--- config.mk ---
export PLATFORM = sky130hd
export DESIGN_NAME = rc_pulse_capture
export DESIGN_NICKNAME = d
export VERILOG_FILES = /design/src/rtl/rc_pulse_capture.sv
export SDC_FILE = /design/constraint.sdc
export NUM_CORES = 1
export LEC_CHECK = 0
export ABC_AREA = 1
export CORE_MARGIN = 3
export CORE_UTILIZATION = 55
export DETAILED_ROUTE_END_ITERATION = 16
export GPL_TIMING_DRIVEN = 0
export PLACE_DENSITY = 0.75
export SYNTH_ARGS = -nofsm -noshare
export SYNTH_HDL_FRONTEND = slang
export SYNTH_SLANG_ARGS = --single-unit
--- constraint.sdc ---
create_clock -name clock_i -period 1.7 [get_ports clock_i]
set_input_delay 0.17 -clock clock_i [delete_from_list [all_inputs] [get_ports clock_i]]
set_output_delay 0.17 -clock clock_i [all_outputs]
set_load 0.02 [all_outputs]
--- src/rtl/rc_pulse_capture.sv ---
// ---------------------------------------------------------------------------
// rc_pulse_capture : measures RC receiver pulse widths, flags out-of-range
//                    pulses and reports loss of signal.
// Revision 1.0
// ---------------------------------------------------------------------------
`default_nettype none

module rc_pulse_capture #(
  parameter int MIN_WIDTH = 800,
  parameter int MAX_WIDTH = 2200,
  parameter int TIMEOUT   = 25000
) (
  input  logic        clock_i,
  input  logic        reset_n_i,
  input  logic        enable_i,
  input  logic        pwm_i,
  output logic [11:0] width_o,
  output logic        valid_o,
  output logic        error_o,
  output logic        signal_lost_o
);

  localparam logic [11:0] MIN_W   = 12'(MIN_WIDTH);
  localparam logic [11:0] MAX_W   = 12'(MAX_WIDTH);
  localparam logic [11:0] CNT_MAX = 12'hFFF;
  localparam logic [14:0] TO_VAL  = 15'(TIMEOUT);

  typedef enum logic {IDLE = 1'b0, HIGH = 1'b1} state_t;

  state_t      state, state_next;
  logic        sync1, sync2, prev;
  logic [1:0]  fill;
  logic        armed;
  logic [11:0] width_cnt, width_cnt_next;
  logic [11:0] width_next;
  logic        valid_next, error_next;
  logic [14:0] timeout_cnt, timeout_cnt_next;
  logic        rise, fall;

  // A rise is only trusted once the pin has been seen low after reset, so a
  // pulse already in progress at reset release is never measured.
  assign rise = sync2 & ~prev & armed;
  assign fall = ~sync2 & prev;

  always_ff @(posedge clock_i or negedge reset_n_i) begin
    if (!reset_n_i) begin
      sync1       <= 1'b0;
      sync2       <= 1'b0;
      prev        <= 1'b0;
      fill        <= 2'b00;
      armed       <= 1'b0;
      state       <= IDLE;
      width_cnt   <= 12'd0;
      width_o     <= 12'd0;
      valid_o     <= 1'b0;
      error_o     <= 1'b0;
      timeout_cnt <= TO_VAL;
    end else begin
      sync1       <= pwm_i;
      sync2       <= sync1;
      prev        <= sync2;
      fill        <= {fill[0], 1'b1};
      armed       <= armed | (fill[1] & ~sync2);
      state       <= state_next;
      width_cnt   <= width_cnt_next;
      width_o     <= width_next;
      valid_o     <= valid_next;
      error_o     <= error_next;
      timeout_cnt <= timeout_cnt_next;
    end
  end

  always_comb begin
    state_next     = state;
    width_cnt_next = width_cnt;
    width_next     = width_o;
    valid_next     = 1'b0;
    error_next     = 1'b0;
    if (!enable_i) begin
      state_next     = IDLE;
      width_cnt_next = 12'd0;
    end else begin
      case (state)
        IDLE: begin
          if (rise) begin
            state_next     = HIGH;
            width_cnt_next = 12'd1;
          end
        end
        HIGH: begin
          if (fall) begin
            state_next = IDLE;
            if (width_cnt >= MIN_W && width_cnt <= MAX_W) begin
              valid_next = 1'b1;
              width_next = width_cnt;
            end else begin
              error_next = 1'b1;
            end
          end else if (width_cnt != CNT_MAX) begin
            width_cnt_next = width_cnt + 12'd1;
          end
        end
        default: state_next = IDLE;
      endcase
    end

    // Cleared together with the valid strobe so signal_lost drops that cycle.
    if (valid_next)
      timeout_cnt_next = 15'd0;
    else if (timeout_cnt == TO_VAL)
      timeout_cnt_next = timeout_cnt;
    else
      timeout_cnt_next = timeout_cnt + 15'd1;
  end

  assign signal_lost_o = (timeout_cnt == TO_VAL);

endmodule

`default_nettype wire

* Word-level counts from Yosys, hierarchy flattened
Index checks and enable logic that the tools add are counted.
Cells by class: bitwise operators 8, multiplexer cells 19, eq/ne operators 6, $add $sub $neg 2, magnitude comparators 2, reductions and logical operators 3
Operators with widths (number):
- $mux 12 | 4
- $mux 15 | 2
- $pmux 12 s2 | 1
- $add 15x1->15 const B | 1
- $eq 15x15->1 const B | 1
- $add 12x1->12 const B | 1
- $ge 12x10->1 const B | 1
- $le 12x12->1 const B | 1
- $ne 12x12->1 const B | 1
- $mux 1 | 11
- $ne 3x3->1 const B | 2
- $and 1x1->1 | 4
- $reduce_and 4->1 | 1
- $ne 3x2->1 const B | 1
- $not 1->1 | 3
- $reduce_and 3->1 | 1
- $ne 2x1->1 const B | 1
- $pmux 1 s2 | 1
- $logic_and 1x1->1 | 1
- $or 1x1->1 | 1
Word-level totals: word-level logic and storage cells 51, output and inout port bits 15, bits of input ports 4, bits in registers 48

* Longest topological paths before layout
Gate-level depths: netlist (run 1).
depth after elaboration 7, depth in mapped cells 11

* Worst setup path before layout (run 1)
OpenSTA, ideal clock, no wires.
path type flip-flop to flip-flop, start register width_cnt[0], end register width_cnt[1], stages on the path, launching flop included 9, period minus slack after synthesis 1420 ps, data required time 1635 ps, setup time 65 ps, data arrival time 1355 ps, setup slack 280 ps, cells stage by stage dfrtp_1 ha_1 nand2_1 inv_1 nand4_1 nor2_1 nor2_2 nand3_1 nand2_1
On the way: longest elaborated chain between the ends 5, elaborated cells between the ends (all ways) 8, those cells by class add/sub: 1; eq/ne: 2; mux: 4; reduce/logical: 1
Ends and longest elaborated chain:
- from (decl) | line 34 | logic [11:0] width_cnt, width_cnt_next;
- from (signal assigned) | line 65 | width_cnt <= width_cnt_next;
- $add 12x1->12 | line 100 | width_cnt_next = width_cnt + 12'd1;
- $mux 12 | line 99 | end else if (width_cnt != CNT_MAX) begin
- $mux 12 | line 91 | if (fall) begin
- $pmux 12 s2 | line 83 | case (state)
- $mux 12 | line 79 | if (!enable_i) begin
Several ways; a longest one is shown, not always the timed one. The select of a mux whose other input is x is not followed. A chain may end at the register's enable or synchronous reset.

* Worst setup path in the final report (run 1)
start register timeout_cnt[3], end output port signal_lost_o
On the way: longest elaborated chain between the ends 1
Ends and longest elaborated chain:
- from (decl) | line 37 | logic [14:0] timeout_cnt, timeout_cnt_next;
- from (signal assigned) | line 69 | timeout_cnt <= timeout_cnt_next;
- $eq 15x15->1 | line 116 | assign signal_lost_o = (timeout_cnt == TO_VAL);
- to (decl) | line 20 | output logic signal_lost_o
Every way passes these cells.

==> impl_metrics.env, run 1 <==
export IMPL_clock_latency_ns=0.30
export IMPL_firstDrtPassIters=4
export IMPL_core_area_um2=4470
export IMPL_post_drt_via_cell_ratio=5.21
export IMPL_final_common_cell="nand2_1"
export IMPL_dp_hpwl_um=3850
export IMPL_synth_mux_area_share_pct=0
export IMPL_timing_worst_setup_path_type="reg2out"
export IMPL_setup_viol=0
export IMPL_die_x_um=75.2
export IMPL_report_final_slew_viol_count=0
export IMPL_drt_wl_total_um=5400
export IMPL_n_antenna_cell=0
export IMPL_tightest_slew_ns=0.539
export IMPL_final_layout_size_suffix_gt1_share_pct=19.2
export IMPL_cts_max_path_buffers=2
export IMPL_root_buffer="clkbuf_8"
export IMPL_synth_nets=337
export IMPL_dp_worst_setup_slack_ns=-0.238
export IMPL_drc=0
export IMPL_dr_max_layer_used="met4"
export IMPL_synth_seq_cells=48
export IMPL_critical_path_required_ns=1.53
export IMPL_crit_path_start_kind="flop"
export IMPL_synthCells=329
export IMPL_wl_met3_um=267
export IMPL_gp_congestion=0.939
export IMPL_synth_xor_area_share_pct=3.66
export IMPL_r2r_end="timeout_cnt[14]"
export IMPL_crit_arrival_ns=1.52
export IMPL_crit_path_max_fanout=3
export IMPL_synthAdderAreaFrac_pct=1.90
export IMPL_fp_row_count=24
export IMPL_fmaxAchievable_mhz=591
export IMPL_num_vias=2146
export IMPL_whs_ns=0.316
export IMPL_grt_ovfl_total=0
export IMPL_wl_per_cell_um=13.1
export IMPL_timing_slew_headroom_pct=64.1
export IMPL_area_growth_pct=17.1
export IMPL_grt_use_total_pct=21.2
export IMPL_grt_pass1_wl_um=9050
export IMPL_period_share_pct=99.5
export IMPL_layout_min_cycle_time_ns=1.69
export IMPL_hold_violations=0
export IMPL_rsz0062_at_grt="yes"
export IMPL_grt_start_max_net_pins=27
export IMPL_p_per_area_nw_per_um2=695
export IMPL_drt_iter0_markers=132
export IMPL_nFillCells=380
export IMPL_die_y_um=75.2
export IMPL_synth_area_um2=2640
export IMPL_synth_compound_area_share_pct=3.37
export IMPL_rrSetupSlack_ns=0.09
export IMPL_yosys_warnings=0
export IMPL_layout_common_cells="nand2_1, dfrtp_1, nor2_1, nand3_1, inv_1"
export IMPL_leakagePower_nw=1.40
export IMPL_grt_pass1_vias=1991
export IMPL_drv_cap=0
export IMPL_ir_drop_mv=0.609
export IMPL_cts_buffers=5
export IMPL_hp_class="in2reg"
export IMPL_io_buffers=18
export IMPL_setup_tns_ns=0
export IMPL_initial_utilization_pct=58.9
export IMPL_syn_avg_cell_area_um2=8.01
export IMPL_r2r_start="timeout_cnt[0]"
export IMPL_hold_path_startpoint="pwm_i"
export IMPL_die_area_um2=5660
export IMPL_antenna_found_initial=0
export IMPL_ant_nets=0
export IMPL_cts_clk_slew_worst_paths_ns=0.09
export IMPL_wl_met2_um=2380
export IMPL_h_tree_depth=2
export IMPL_status="finished, final reports clean"
export IMPL_ioPinCount=19
export IMPL_clock_sinks=48
export IMPL_fin_util_pct=69.0
export IMPL_cp_end_kind="primary output"
export IMPL_met1Wirelength_um=2670
export IMPL_min_to="sync1"
export IMPL_min_delay_path_depth=1
export IMPL_synthSimpleGateAreaFrac_pct=36.8
export IMPL_synth_top_family_by_area="simple AND/OR/NAND/NOR gates"
export IMPL_r2r_cells=9
export IMPL_ys_seq_area_share_pct=45.9
export IMPL_final_net_count=367
export IMPL_worst_slack_ns=0.00896
export IMPL_fin_skew_ns=0.00902
export IMPL_cts_tree="built"
export IMPL_synthDistinctLibCells=32
==> worst max-delay path by stage <==
stage,end,cells after the start,startpoint
final,signal_lost_o,7,timeout_cnt[3]
after floorplan,width_cnt[1],8,width_cnt[0]
after detailed placement,signal_lost_o,5,timeout_cnt[8]
after CTS,timeout_cnt[14],9,timeout_cnt[0]
after global placement,width_cnt[10],1,reset_n_i
after global routing,signal_lost_o,7,timeout_cnt[3]
==> state kept, by name, indices dropped and copies added (netlist names) <==
register / flops
timeout_cnt: 15
width_cnt: 12
width_o: 12
fill: 2
armed: 1
error_o: 1
prev: 1
state: 1
sync1: 1
sync2: 1
valid_o: 1
==> cell usage after synthesis <==
cell / number / area share (%)
nand2_1: 96 / 14
dfrtp_1: 42 / 40
nor2_1: 35 / 5.0
nand3_1: 31 / 5.9
inv_1: 30 / 4.3
nand4_1: 12 / 2.8
nor2_4: 9 / 3.8
xor2_1: 9 / 3.0
o21ai_0: 8 / 1.5
nor3_1: 7 / 1.3
dfstp_2: 6 / 6.0
inv_2: 6 / 0.85
nand2_2: 5 / 1.2
ha_1: 4 / 1.9
nor2_2: 4 / 0.95
o21ai_1: 4 / 0.76
buf_2: 3 / 0.57
buf_4: 2 / 0.57
buf_6: 2 / 0.85
xnor2_1: 2 / 0.66
a211oi_1: 1 / 0.29
a21oi_1: 1 / 0.19
buf_12: 1 / 0.76
conb_1: 1 / 0.14
inv_8: 1 / 0.43
nand2_4: 1 / 0.43
nand2_8: 1 / 0.76
nand3_2: 1 / 0.38
nor4_1: 1 / 0.24
o21ai_2: 1 / 0.33
o21bai_1: 1 / 0.29
or2_2: 1 / 0.24
==> through the flow <==
stage	total power [mW]	std cells	area, um2
6_report	2.14	412	3090
5_1_grt	2.22	412	3090
3_3_place_gp	1.29	399	2880
3_5_place_dp	1.30	400	2900
4_1_cts	2.16	410	3050
2_1_floorplan	1.24	329	2640
==> worst max-delay path, stage by stage, from the launching register on <==
cell	delay (ns)
dfstp_2	0.55
inv_2	0.05
nor2_1	0.08
nand3_1	0.09
nor2_2	0.16
nand2_2	0.10
inv_2	0.08
buf_6	0.11
==> final cells by class <==
cell class	count	area, um2	share of cell area [%]
multi-input combinational	236	1240	40.2
sequential	48	1210	39.3
timing repair buffer	23	229	7.42
inverter	37	146	4.74
clock buffer	6	82.6	2.68
buffer	8	72.6	2.35
tap	52	65.1	2.11
clock inverter	2	38.8	1.26
==> where the power goes <==
group          switching, mW  leakage [nW]  total (mW)  internal, mW
sequential            0.0139         0.622        1.17          1.15
clock                  0.383        0.0614       0.865         0.481
combinational         0.0776         0.717       0.112        0.0340
==> metal layers <==
metal | vias to the layer above | GRT usage, %
met4 | 0 | 6.02
met3 | 10 | 4.01
met1 | 978 | 30.3
met5 | - | 0
li1 | 1100 | -
met2 | 58 | 33.1
==> logic make-up after synthesis <==
| family | Yosys count |
|---|---|
| simple gates | 204 |
| flops | 48 |
| buf+inv | 45 |
| compound gates | 16 |
| xor+xnor | 11 |
| fa+ha+maj | 4 |
| other cells | 1 |
==> repair_timing <==
action / in CTS / in global routing
pin swaps: 1 / 1
endpoints found under the setup margin: 5 / 16
buffers inserted: 1 / 2
hold buffers: 1 / 0
endpoints found under the hold margin: 18 / 0
gates resized for setup: 11 / 8
Note: power is estimated with default switching activity, not from simulation.
==> run 2, diff against run 1 <==
Settings changed: ABC_AREA 1 to 0, PLACE_DENSITY 0.75 to 0.76.
==> run 2 against run 1 <==
The run now ends with setup timing left. Final cell count shrank 15%. Fmax shrank 9.0%. Via count grew 9.0%. Clock power shrank 22%. Critical path depth shrank 2. Final area grew 15%. Global-route usage grew 2.5 points. Clock skew grew 0.0038 ns. Sequential cell count is the same. Clock-buffer cell count is the same. Die area shrank 5.5%. Synthesized cell count shrank 29%. Largest power group unchanged.
==> impl_metrics.env, run 2 <==
export IMPL_status="finished with violations"
export IMPL_failed_checks="setup timing"
export IMPL_crit_path_max_fanout=6
export IMPL_p_per_area_nw_per_um2=560
export IMPL_drt_iter0_markers=280
export IMPL_yosys_top_cells_count="dfrtp_1, nor2_1, o31ai_1"
export IMPL_synth_top_area_share_pct=42.4
export IMPL_firstDrtPassIters=6
export IMPL_synth_edff_count=0
export IMPL_seq_area_um2=1220
export IMPL_path_cells="or4b_4, nor4_4, buf_4, or3_4, a21oi_1"
export IMPL_multi_input_area_um2=1420
export IMPL_top_register="timeout_cnt"
export IMPL_cts_buffers=5
export IMPL_yosys_warnings=0
export IMPL_leakagePower_nw=1.61
export IMPL_clock_sinks=48
export IMPL_worst_slack_ns=-0.158
export IMPL_initial_utilization_pct=59.4
export IMPL_period_share_pct=109
export IMPL_timing_worst_setup_path_type="reg2reg"
export IMPL_final_layout_size_suffix_gt1_share_pct=43.2
export IMPL_synth_most_common_cell="dfrtp_1"
export IMPL_die_x_um=73.1
export IMPL_cts_tree="built"
export IMPL_synth_seq_cells=48
export IMPL_rsz0062_at_grt="yes"
export IMPL_synthTopCellsByArea="dfrtp_1, dfstp_2, o31ai_1"
export IMPL_hp_class="in2reg"
export IMPL_hold_violations=0
export IMPL_nFillCells=188
export IMPL_fmaxAchievable_mhz=538
export IMPL_area_growth_pct=43.3
export IMPL_report_final_slew_viol_count=0
export IMPL_synth_nets=241
export IMPL_gp_congestion=0.868
export IMPL_grt_pass1_vias=2040
export IMPL_crit_arrival_ns=2.06
export IMPL_ys_seq_area_share_pct=48.8
export IMPL_layout_min_cycle_time_ns=1.86
export IMPL_final_net_count=308
export IMPL_synthCells=233
export IMPL_synth_top_area_cell="dfrtp_1"
export IMPL_dp_hpwl_um=3510
export IMPL_largest_register_ff_count=15
export IMPL_grt_start_max_net_pins=29
export IMPL_clock_latency_ns=0.31
export IMPL_grt_use_total_pct=23.8
export IMPL_crit_path_start_kind="flop"
export IMPL_critPathSlowestCell="or4b_4"
export IMPL_h_tree_depth=2
export IMPL_die_y_um=73.1
export IMPL_setup_viol=25
export IMPL_critical_path_required_ns=1.90
export IMPL_whs_ns=0.315
export IMPL_synth_area_um2=2480
export IMPL_cp_end_kind="flop"
export IMPL_cts_clk_slew_worst_paths_ns=0.09
export IMPL_ir_drop_mv=0.443
export IMPL_synthDistinctLibCells=54
export IMPL_core_area_um2=4170
export IMPL_grt_ovfl_total=0
export IMPL_synthArstFlopShare_pct=100
export IMPL_grt_pass1_wl_um=9750
export IMPL_drt_wl_total_um=7370
export IMPL_ioPinCount=19
export IMPL_die_area_um2=5350
export IMPL_synth_ff_type="dfrtp_1"
export IMPL_num_vias=2340
export IMPL_wl_per_cell_um=21.0
export IMPL_syn_avg_cell_area_um2=10.6
export IMPL_n_antenna_cell=0
export IMPL_layout_common_cells="buf_4, dfrtp_1, nor2_1, buf_6, clkdlybuf4s50_1"
export IMPL_io_buffers=18
export IMPL_top_regs="timeout_cnt (15), width_cnt (12), width_o (12)"
export IMPL_post_drt_via_cell_ratio=6.67
export IMPL_ant_nets=0
export IMPL_fp_row_count=23
export IMPL_antenna_found_initial=0
export IMPL_fin_util_pct=85.1
export IMPL_root_buffer="clkbuf_8"
export IMPL_drc=0
export IMPL_cts_max_path_buffers=2
export IMPL_max_stage_delay_ns=0.58
export IMPL_drv_cap=0
export IMPL_fin_skew_ns=0.0129
run 2: layout make-up:
class / count / share of cell area [%]
Multi-Input combinational cell: 157 / 40.1
Tap cell: 50 / 1.76
Inverter: 11 / 1.16
Buffer: 14 / 4.23
Clock buffer: 6 / 2.04
Clock inverter: 2 / 0.352
Timing Repair Buffer: 63 / 16.1
Sequential cell: 48 / 34.2
run 2: final timing paths:
kind,startpoint,end,slack (ns),cells after the start
setup / recovery,timeout_cnt[12],timeout_cnt[2],-0.16,5
hold / removal,pwm_i,sync1,0.31,1
setup reg to reg,timeout_cnt[12],timeout_cnt[2],-0.16,5
hold reg to reg,fill[0],fill[1],0.36,0
max in group asynchronous,reset_n_i,timeout_cnt[13],0.77,3
min in group asynchronous,reset_n_i,width_cnt[4],0.35,2
run 2: stage by stage:
step / power [mW] / setup slack [ns] / area, um2 / instances / TNS, ns
floorplan: 1.23 / -0.0438 / 2490 / 233 / -0.0759
global placement: 1.27 / -0.839 / 2740 / 301 / -48.92
detailed placement: 1.27 / -0.525 / 2750 / 302 / -12.35
CTS: 1.97 / -0.108 / 3230 / 335 / -0.564
global route: 2.06 / -0.205 / 3550 / 351 / -2.39
finish: 1.99 / -0.158 / 3550 / 351 / -1.45
run 2: kinds of logic (layout without fill, tap and decap cells):
logic type | count (synthesis) | count (layout) | synth area share, %
XOR/XNOR | 10 | 10 | 3.53
flip-flops | 48 | 48 | 48.8
AND/OR/NAND/NOR | 83 | 83 | 19.4
multiplexers | 12 | 12 | 5.50
buffers and inverters | 28 | 96 | 6.97
other | 1 | 1 | 0.151
AO/OA/AOI/OAI | 47 | 47 | 13.7
adder cells (fa/ha/maj) | 4 | 4 | 2.02
run 2: what timing repair did:
item / 4_1_cts / 5_1_grt
pin swaps: 10 / 17
gates cloned: 0 / 1
endpoints found under the hold margin: 18 / 0
buffers inserted: 25 / 17
hold buffers: 1 / 0
gates resized for setup: 52 / 41
endpoints found under the setup margin: 38 / 38
run 2: power breakdown:
part / switching [mW] / internal, mW / total (mW)
Combinational: 0.0808 / 0.0647 / 0.145
Clock: 0.385 / 0.288 / 0.673
Sequential: 0.0153 / 1.15 / 1.17
Total: 0.481 / 1.51 / 1.99
run 2: metal layers:
metal | up-vias | GRT usage [%] | part of all wire [%]
li1 | 986 | - | -
met1 | 1103 | 32.6 | 39
met2 | 189 | 36.7 | 45
met3 | 62 | 5.10 | 9.1
met4 | 0 | 9.22 | 6.2
met5 | - | 0 | 0
run 2: critical path: cells and delay by family, from the launching register on:
kind	cells	cell delay, ns
AOI/OAI and AO/OA	1	0.06
and+or+nand+nor	3	1.01
DFF	1	0.48
buffers and inverters	1	0.19
==> run 3, diff against run 2 <==
Settings changed: GPL_ROUTABILITY_DRIVEN from default to 1.
==> results of run 3 <==
The final DEF is identical to that of run 2; final timing and power are the same.
